**src/rtl/video_fetch_scheduler.sv**
```systemverilog
// Arbitrates one single-port video memory between the display line prefetcher and a host port.
// Visible lines are fetched into a double-banked line buffer; the host gets every cycle the fetch does not use.
module video_fetch_scheduler #(
    parameter int ADDR_W      = 16,
    parameter int DATA_W      = 16,
    parameter int FETCH_WORDS = 80,
    parameter int LB_ADDR_W   = 7
) (
    input  logic                 clk,
    input  logic                 reset,
    input  logic                 end_of_line_i,
    input  logic                 end_of_frame_i,
    input  logic                 v_visible_i,
    input  logic [ADDR_W-1:0]    cfg_base_i,
    input  logic [ADDR_W-1:0]    cfg_stride_i,
    input  logic                 host_req_i,
    input  logic                 host_we_i,
    input  logic [ADDR_W-1:0]    host_addr_i,
    input  logic [DATA_W-1:0]    host_wr_data_i,
    output logic                 host_ack_o,
    output logic                 host_rd_valid_o,
    output logic [DATA_W-1:0]    host_rd_data_o,
    output logic [ADDR_W-1:0]    mem_addr_o,
    output logic                 mem_we_o,
    output logic [DATA_W-1:0]    mem_wr_data_o,
    input  logic [DATA_W-1:0]    mem_rd_data_i,
    output logic                 lb_we_o,
    output logic                 lb_bank_o,
    output logic [LB_ADDR_W-1:0] lb_addr_o,
    output logic [DATA_W-1:0]    lb_data_o,
    output logic                 disp_bank_o,
    output logic                 fetch_overrun_o
);

    localparam int CNT_W = LB_ADDR_W + 1;
    localparam logic [CNT_W-1:0] LAST_WORD = CNT_W'(FETCH_WORDS - 1);

    typedef enum logic [0:0] {
        IDLE  = 1'b0,
        FETCH = 1'b1
    } state_t;

    state_t            state;
    state_t            state_next;
    logic [ADDR_W-1:0] stride_q;
    logic [ADDR_W-1:0] line_addr_q;
    logic [CNT_W-1:0]  word_cnt;
    logic              wr_bank;
    logic              done_bank;

    logic              fetch_start;
    logic              fetch_rd;
    logic              fetch_last;
    logic              host_grant;
    logic [ADDR_W-1:0] start_addr;
    logic [ADDR_W-1:0] fetch_addr;

    assign fetch_start = end_of_line_i & v_visible_i;
    assign fetch_rd    = (state == FETCH);
    assign fetch_last  = fetch_rd & (word_cnt == LAST_WORD);
    assign host_grant  = host_req_i & ~fetch_rd & ~reset;
    assign start_addr  = end_of_frame_i ? cfg_base_i : (line_addr_q + stride_q);
    assign fetch_addr  = line_addr_q + ADDR_W'(word_cnt);

    // State register
    always_ff @(posedge clk or posedge reset) begin
        if (reset) begin
            state <= IDLE;
        end else begin
            state <= state_next;
        end
    end

    // Next-state logic; a new start strobe always wins, even over the last word of a fetch
    always_comb begin
        state_next = state;
        case (state)
            IDLE: begin
                if (fetch_start) begin
                    state_next = FETCH;
                end else begin
                    state_next = IDLE;
                end
            end
            FETCH: begin
                if (fetch_start) begin
                    state_next = FETCH;
                end else if (fetch_last) begin
                    state_next = IDLE;
                end else begin
                    state_next = FETCH;
                end
            end
            default: state_next = IDLE;
        endcase
    end

    // Memory port mux: fetch reads own the port, otherwise a pending host request is issued at once
    always_comb begin
        mem_addr_o    = {ADDR_W{1'b0}};
        mem_we_o      = 1'b0;
        mem_wr_data_o = {DATA_W{1'b0}};
        host_ack_o    = 1'b0;
        case (state)
            FETCH: begin
                if (!reset) begin
                    mem_addr_o = fetch_addr;
                end else begin
                    mem_addr_o = {ADDR_W{1'b0}};
                end
            end
            IDLE: begin
                if (host_grant) begin
                    mem_addr_o    = host_addr_i;
                    mem_we_o      = host_we_i;
                    mem_wr_data_o = host_wr_data_i;
                    host_ack_o    = 1'b1;
                end else begin
                    host_ack_o    = 1'b0;
                end
            end
            default: host_ack_o = 1'b0;
        endcase
    end

    // Fetch bookkeeping, bank tracking and registered line-buffer / host-read strobes
    always_ff @(posedge clk or posedge reset) begin
        if (reset) begin
            stride_q        <= {ADDR_W{1'b0}};
            line_addr_q     <= {ADDR_W{1'b0}};
            word_cnt        <= {CNT_W{1'b0}};
            wr_bank         <= 1'b0;
            done_bank       <= 1'b0;
            disp_bank_o     <= 1'b0;
            fetch_overrun_o <= 1'b0;
            lb_we_o         <= 1'b0;
            lb_bank_o       <= 1'b0;
            lb_addr_o       <= {LB_ADDR_W{1'b0}};
            host_rd_valid_o <= 1'b0;
        end else begin
            if (end_of_line_i) begin
                disp_bank_o <= done_bank;
            end
            if (end_of_line_i && end_of_frame_i) begin
                stride_q <= cfg_stride_i;
            end
            // The new write bank is the opposite of the bank the display switches to at this edge
            if (fetch_start) begin
                line_addr_q <= start_addr;
                word_cnt    <= {CNT_W{1'b0}};
                wr_bank     <= ~done_bank;
                if (fetch_rd) begin
                    fetch_overrun_o <= 1'b1;
                end
            end else if (fetch_rd) begin
                if (fetch_last) begin
                    word_cnt  <= {CNT_W{1'b0}};
                    done_bank <= wr_bank;
                end else begin
                    word_cnt  <= word_cnt + CNT_W'(1);
                end
            end
            lb_we_o         <= fetch_rd;
            lb_bank_o       <= wr_bank;
            lb_addr_o       <= word_cnt[LB_ADDR_W-1:0];
            host_rd_valid_o <= host_grant & ~host_we_i;
        end
    end

    // Read data arrives from memory in the cycle after issue; route it to whichever requester owns it
    always_comb begin
        if (lb_we_o) begin
            lb_data_o = mem_rd_data_i;
        end else begin
            lb_data_o = {DATA_W{1'b0}};
        end
        if (host_rd_valid_o) begin
            host_rd_data_o = mem_rd_data_i;
        end else begin
            host_rd_data_o = {DATA_W{1'b0}};
        end
    end

endmodule
```
**config.mk**
```make
export PLATFORM = sky130hd
export DESIGN_NAME = video_fetch_scheduler
export DESIGN_NICKNAME = d
export VERILOG_FILES = /design/src/rtl/video_fetch_scheduler.sv
export SDC_FILE = /design/constraint.sdc
export NUM_CORES = 1
export LEC_CHECK = 0
export CAP_MARGIN = 5
export CORE_ASPECT_RATIO = 1.4
export CORE_MARGIN = 3
export CORE_UTILIZATION = 47
export DETAILED_ROUTE_END_ITERATION = 8
export PLACE_DENSITY = 0.92
export SYNTH_ARGS = -nofsm -noshare
export SYNTH_HDL_FRONTEND = slang
export SYNTH_SLANG_ARGS = --single-unit
```
**constraint.sdc**
```tcl
create_clock -name clk -period 7.7 [get_ports clk]
set_input_delay 1.155 -clock clk [delete_from_list [all_inputs] [get_ports clk]]
set_output_delay 1.155 -clock clk [all_outputs]
set_load 0.005 [all_outputs]
```
Yosys cells after proc, flatten, opt, wreduce, memory -nomap -nowiden
Cells that the tools add are included.
W data, S select, Z words.
{"block": "op_classes", "addsub": 3, "n_eq_ne": 1, "n_mux": 19, "n_bitwise": 10, "n_reduce_logical": 4}
{"operator": "$mux W16", "n": 7}
{"operator": "$pmux W16 S2", "n": 1}
{"operator": "$mux W8", "n": 3}
{"operator": "$add A16 B16 Y16", "n": 1}
{"operator": "$add A16 B8 Y16", "n": 1}
{"operator": "$add A8 B1 Y8 const B", "n": 1}
{"operator": "$eq A8 B7 Y1 const B", "n": 1}
{"operator": "$mux W1", "n": 7}
{"operator": "$and A1 B1 Y1", "n": 5}
{"operator": "$not A1 Y1", "n": 5}
{"operator": "$reduce_and A3 Y1", "n": 1}
{"operator": "$pmux W1 S2", "n": 1}
{"operator": "$reduce_and A2 Y1", "n": 1}
{"operator": "$reduce_bool A2 Y1", "n": 1}
{"operator": "$logic_and A1 B1 Y1", "n": 1}
{"block": "word_totals", "ff_bits": 55, "inputBits": 87, "output_inout_bits": 78}

Depth between registers and ports, before layout
{"block": "depth", "word_depth": 5, "depth_mapped": 9, "mapped_depth_nobuf": 9}

Worst setup path after synthesis
No wires, ideal clock.
{"block": "synth_timing", "path_kind": "input port to output port", "from": "input port reset", "to": "output port mem_addr_o[11]", "t_arrival_ns": 3.078, "t_required_ns": 6.545, "path_slack_ns": 3.467, "cell_stages": 4, "path_cell_list": "inv_1 -> nand2_1 -> clkbuf_1 -> o21ai_0"}
{"block": "synth_between", "elab_chain_len": 4, "elab_cells_between_ends": 5}
{"item": "start: declaration", "line_no": "10", "rtl": "input logic reset,"}
{"item": "$not A1 Y1", "line_no": "61", "rtl": "assign host_grant = host_req_i & ~fetch_rd & ~reset;"}
{"item": "$and A1 B1 Y1", "line_no": "61"}
{"item": "$mux W16", "line_no": "113", "rtl": "if (host_grant) begin"}
{"item": "$pmux W16 S2 (*)", "line_no": "104", "rtl": "case (state)"}
{"item": "end: declaration", "line_no": "23", "rtl": "output logic [ADDR_W-1:0] mem_addr_o,"}
Mark *: on every way between the ends. The rest lies on a longest branch, timed or not.

Worst setup path after layout
{"block": "layout_timing", "from": "input port reset", "to": "output port mem_addr_o[3]"}
The elaborated chain is that of the path after synthesis.

==> qor.yml <==
clocking:
  clk_path_buf_depth: 2
  cts_tree: "built"
  cts.sinks: 55
  cts_hold_buf: 0
  cts-resized-gates: 0
  htreeDepth: 2
  cts_buffers: 5
  cts_root_buffer: "clkbuf_16"
  clk_pin_slew_worst_paths_ps: 70
  clk-insertion-delay-late_ps: 290
  cts_setup_buffers: 0
run:
  maxCapViolCount: 0
global_route:
  grt_max_degree: 58
  antenna_found_initial: 2
  overflow: 0
  grt_pass1_vias: 4051
  grt_usage: 0.245
  grt_pass1_wl_um: 19100
worst_hold_path:
  whs_endpoint: "lb_bank_o$_DFF_PP0_"
  hold_path_depth: 0
  holdCritStartpoint: "wr_bank$_DFFE_PP0P_"
  hold_class: "flop to flop"
floorplanning:
  die_area_mm2: 0.00956
  start_util: 0.482
  ios: 165
  die_w_um: 83.5
  coreArea_mm2: 0.00820
  die-height_um: 115
  placementRows: 39
layout:
  area_growth_pct: 47.7
  final_area_mm2: 0.00584
  fin_cells: 697
  nNetsFinal: 707
  drive_gt1_frac: 0.0605
  multiInputGateArea_mm2: 0.00247
  seqCellArea_mm2: 0.00138
  diodes: 0
  n_fill_cell: 600
setup_path:
  worstPathMaxFanout: 57
  rr_worst_depth: 8
  regToRegStartpoint: "line_addr_q[0]$_DFFE_PP0P_"
  crit_type: "primary input to output port"
  crit_path_start_kind: "primary input"
  crit_path_end_kind: "output port"
  r2r-end: "line_addr_q[14]$_DFFE_PP0P_"
  worstPathRequired_ps: 6550
  critPathArrivalTime_ps: 3730
  regToRegSetupSlack_ps: 4900
  crit_start: "reset"
power_and_ir_drop:
  powerDensity_mw_per_mm2: 229
  p_sw_mw: 0.499
  p_leak_nw: 2.46
  sequentialPowerShare: 0.310
  vdd_ir_drop_max_uv: 149
  p_total_mw: 1.34
  power.internal_mw: 0.837
  pwr-share-clk: 0.193
  swShare: 0.373
  power_frac_comb: 0.498
placed_design:
  pre_cts_ws_ps: 2790
  gp_congestion: 0.988
  place_inst: 689
  place_hpwl_um: 9460
  placed_cell_area_mm2: 0.00567
  portBuffers: 164
yosys:
  synth_cell_type_count: 56
  ys_seq_area_frac: 0.348
  ys.flop_type: "dfrtp_1"
  synth_edf_count: 0
  avgSynthCellArea_um2: 8.97
  ys_ff_latch: 55
  netlist_instances: 441
  async_reset_ff_frac: 1.00
  yosys_warnings: 0
  syn_area_mm2: 0.00395
  synth_nets: 554
drt:
  routed_wl_um: 11700
  drt-initial-drc-count: 265
  ant_nets: 0
  wl_per_cell_um: 16.8
  firstDrtPassIters: 4
  vias: 3926
  vias_per_cell: 5.63
  drc: 0
timing:
  tightest_slew_ps: 1140
  finalClockSkew_ps: 7.70
  fin_tns_setup_ps: 0
  maxSlewViolCount: 0
  period_share: 0.635
  slew_headroom: 0.234
  fin_crit_ps: 4890
  final-hold-violation-count: 0
  setup-violations-final: 0
  setup_slack_ps: 2810
  rsz0062_at_grt: "no"
  max_freq_ghz: 0.205
outcome:
  status: "finished, final reports clean"
-- worst max-delay path by stage --
stage | endpoint | slack, ps | cells past startpoint
after floorplan | mem_addr_o[11] | 3470 | 4
after global placement | mem_addr_o[3] | 2890 | 6
after global routing | mem_addr_o[13] | 2590 | 6
after detailed placement | mem_addr_o[3] | 2790 | 6
after CTS | mem_addr_o[3] | 2770 | 6
final | mem_addr_o[3] | 2810 | 6
-- cells in the mapped netlist, types with 6 or more instances --
| cell | number | area, µm² |
|---|---|---|
| a21o_1 | 13 | 97.6 |
| nor3_1 | 8 | 40.0 |
| ha_1 | 24 | 300 |
| a21oi_1 | 20 | 100 |
| dfrtp_1 | 55 | 1380 |
| o21ai_1 | 7 | 35.0 |
| clkbuf_1 | 20 | 75.1 |
| and3_1 | 12 | 75.1 |
| o21ai_0 | 33 | 165 |
| mux2i_1 | 7 | 70.1 |
| nand4_1 | 6 | 37.5 |
| and2_1 | 49 | 307 |
| nand3_1 | 11 | 55.1 |
| mux2_2 | 18 | 203 |
| nand2_1 | 41 | 154 |
| xnor2_1 | 10 | 87.6 |
| inv_1 | 8 | 30.0 |
| nor2_1 | 21 | 78.8 |
| xor2_1 | 13 | 114 |
-- cell type report --
| cell class | instances | share of cell area |
|---|---|---|
| Multi-Input combinational cell | 357 | 0.424 |
| Timing Repair Buffer | 167 | 0.285 |
| Sequential cell | 55 | 0.236 |
| Clock buffer | 6 | 0.0221 |
| Tap cell | 102 | 0.0219 |
| Clock inverter | 2 | 0.00664 |
| Inverter | 8 | 0.00514 |
-- per-layer routing --
layer  global-route usage  up-vias  part of all wire
li1                     -     1888                 -
met1                0.268     1820              0.38
met2                0.454      171              0.51
met3               0.0562       43             0.072
met4                0.105        4             0.035
met5                    0        -            0.0023
-- cell families (layout without fill, tap and decap cells) --
family,count (synthesis),after routing,share of synthesized area
AO/OA/AOI/OAI,113,113,0.185
AND/OR/NAND/NOR,170,170,0.233
buffers and inverters,29,183,0.0275
flip-flops,55,55,0.348
XOR/XNOR,23,23,0.0509
adder cells (fa/ha/maj),26,26,0.0861
multiplexers,25,25,0.0690
-- worst max-delay path, stage by stage --
cell and delay, ps:
clkdlybuf4s50_1 460, inv_2 60, buf_4 560, nand2_1 540, o31ai_1 390, clkdlybuf4s50_1 560
-- through the flow --
| step | utilization | hold WS (ps) |
|---|---|---|
| 2_1_floorplan | - | 370 |
| 4_1_cts | 0.712 | 411 |
| 3_3_place_gp | 0.692 | 377 |
| 3_5_place_dp | 0.692 | 394 |
| 5_1_grt | 0.712 | 425 |
| 6_report | 0.712 | 410 |
-- state kept, by name, summed over array words and instances (netlist names), 7 cells and up --
name         count
lb_addr_o        7
line_addr_q     16
stride_q        16
word_cnt         8
-- power by group through the flow --
stage | clock (mW) | sequential (mW) | combinational (mW)
global route | 0.271 | 0.423 | 0.733
global placement | 0 | 0.413 | 0.634
finish | 0.257 | 0.413 | 0.665
CTS | 0.263 | 0.412 | 0.662
floorplan | 0 | 0.396 | 0.440
detailed placement | 0 | 0.417 | 0.659
-- placed cells by master (no fill, tap or decap), types with 4 or more instances in the layout --
cell type	Yosys	routed
o21ai_0	33	33
o21a_1	5	5
xnor2_1	10	10
a21o_1	13	13
mux2i_1	7	7
o21ai_1	7	7
ha_1	24	24
nor2b_1	4	4
nand2_1	41	41
a21oi_1	20	20
mux2_2	18	18
nand4_1	6	6
and2_1	49	49
xor2_1	13	13
and3_1	12	12
clkbuf_16	0	5
dfrtp_1	55	55
nand3_1	11	11
o31ai_1	5	5
nor2_1	21	21
nor3_1	8	8
clkdlybuf4s50_1	0	164
inv_1	8	7
Power figures use the tool's default switching activity.
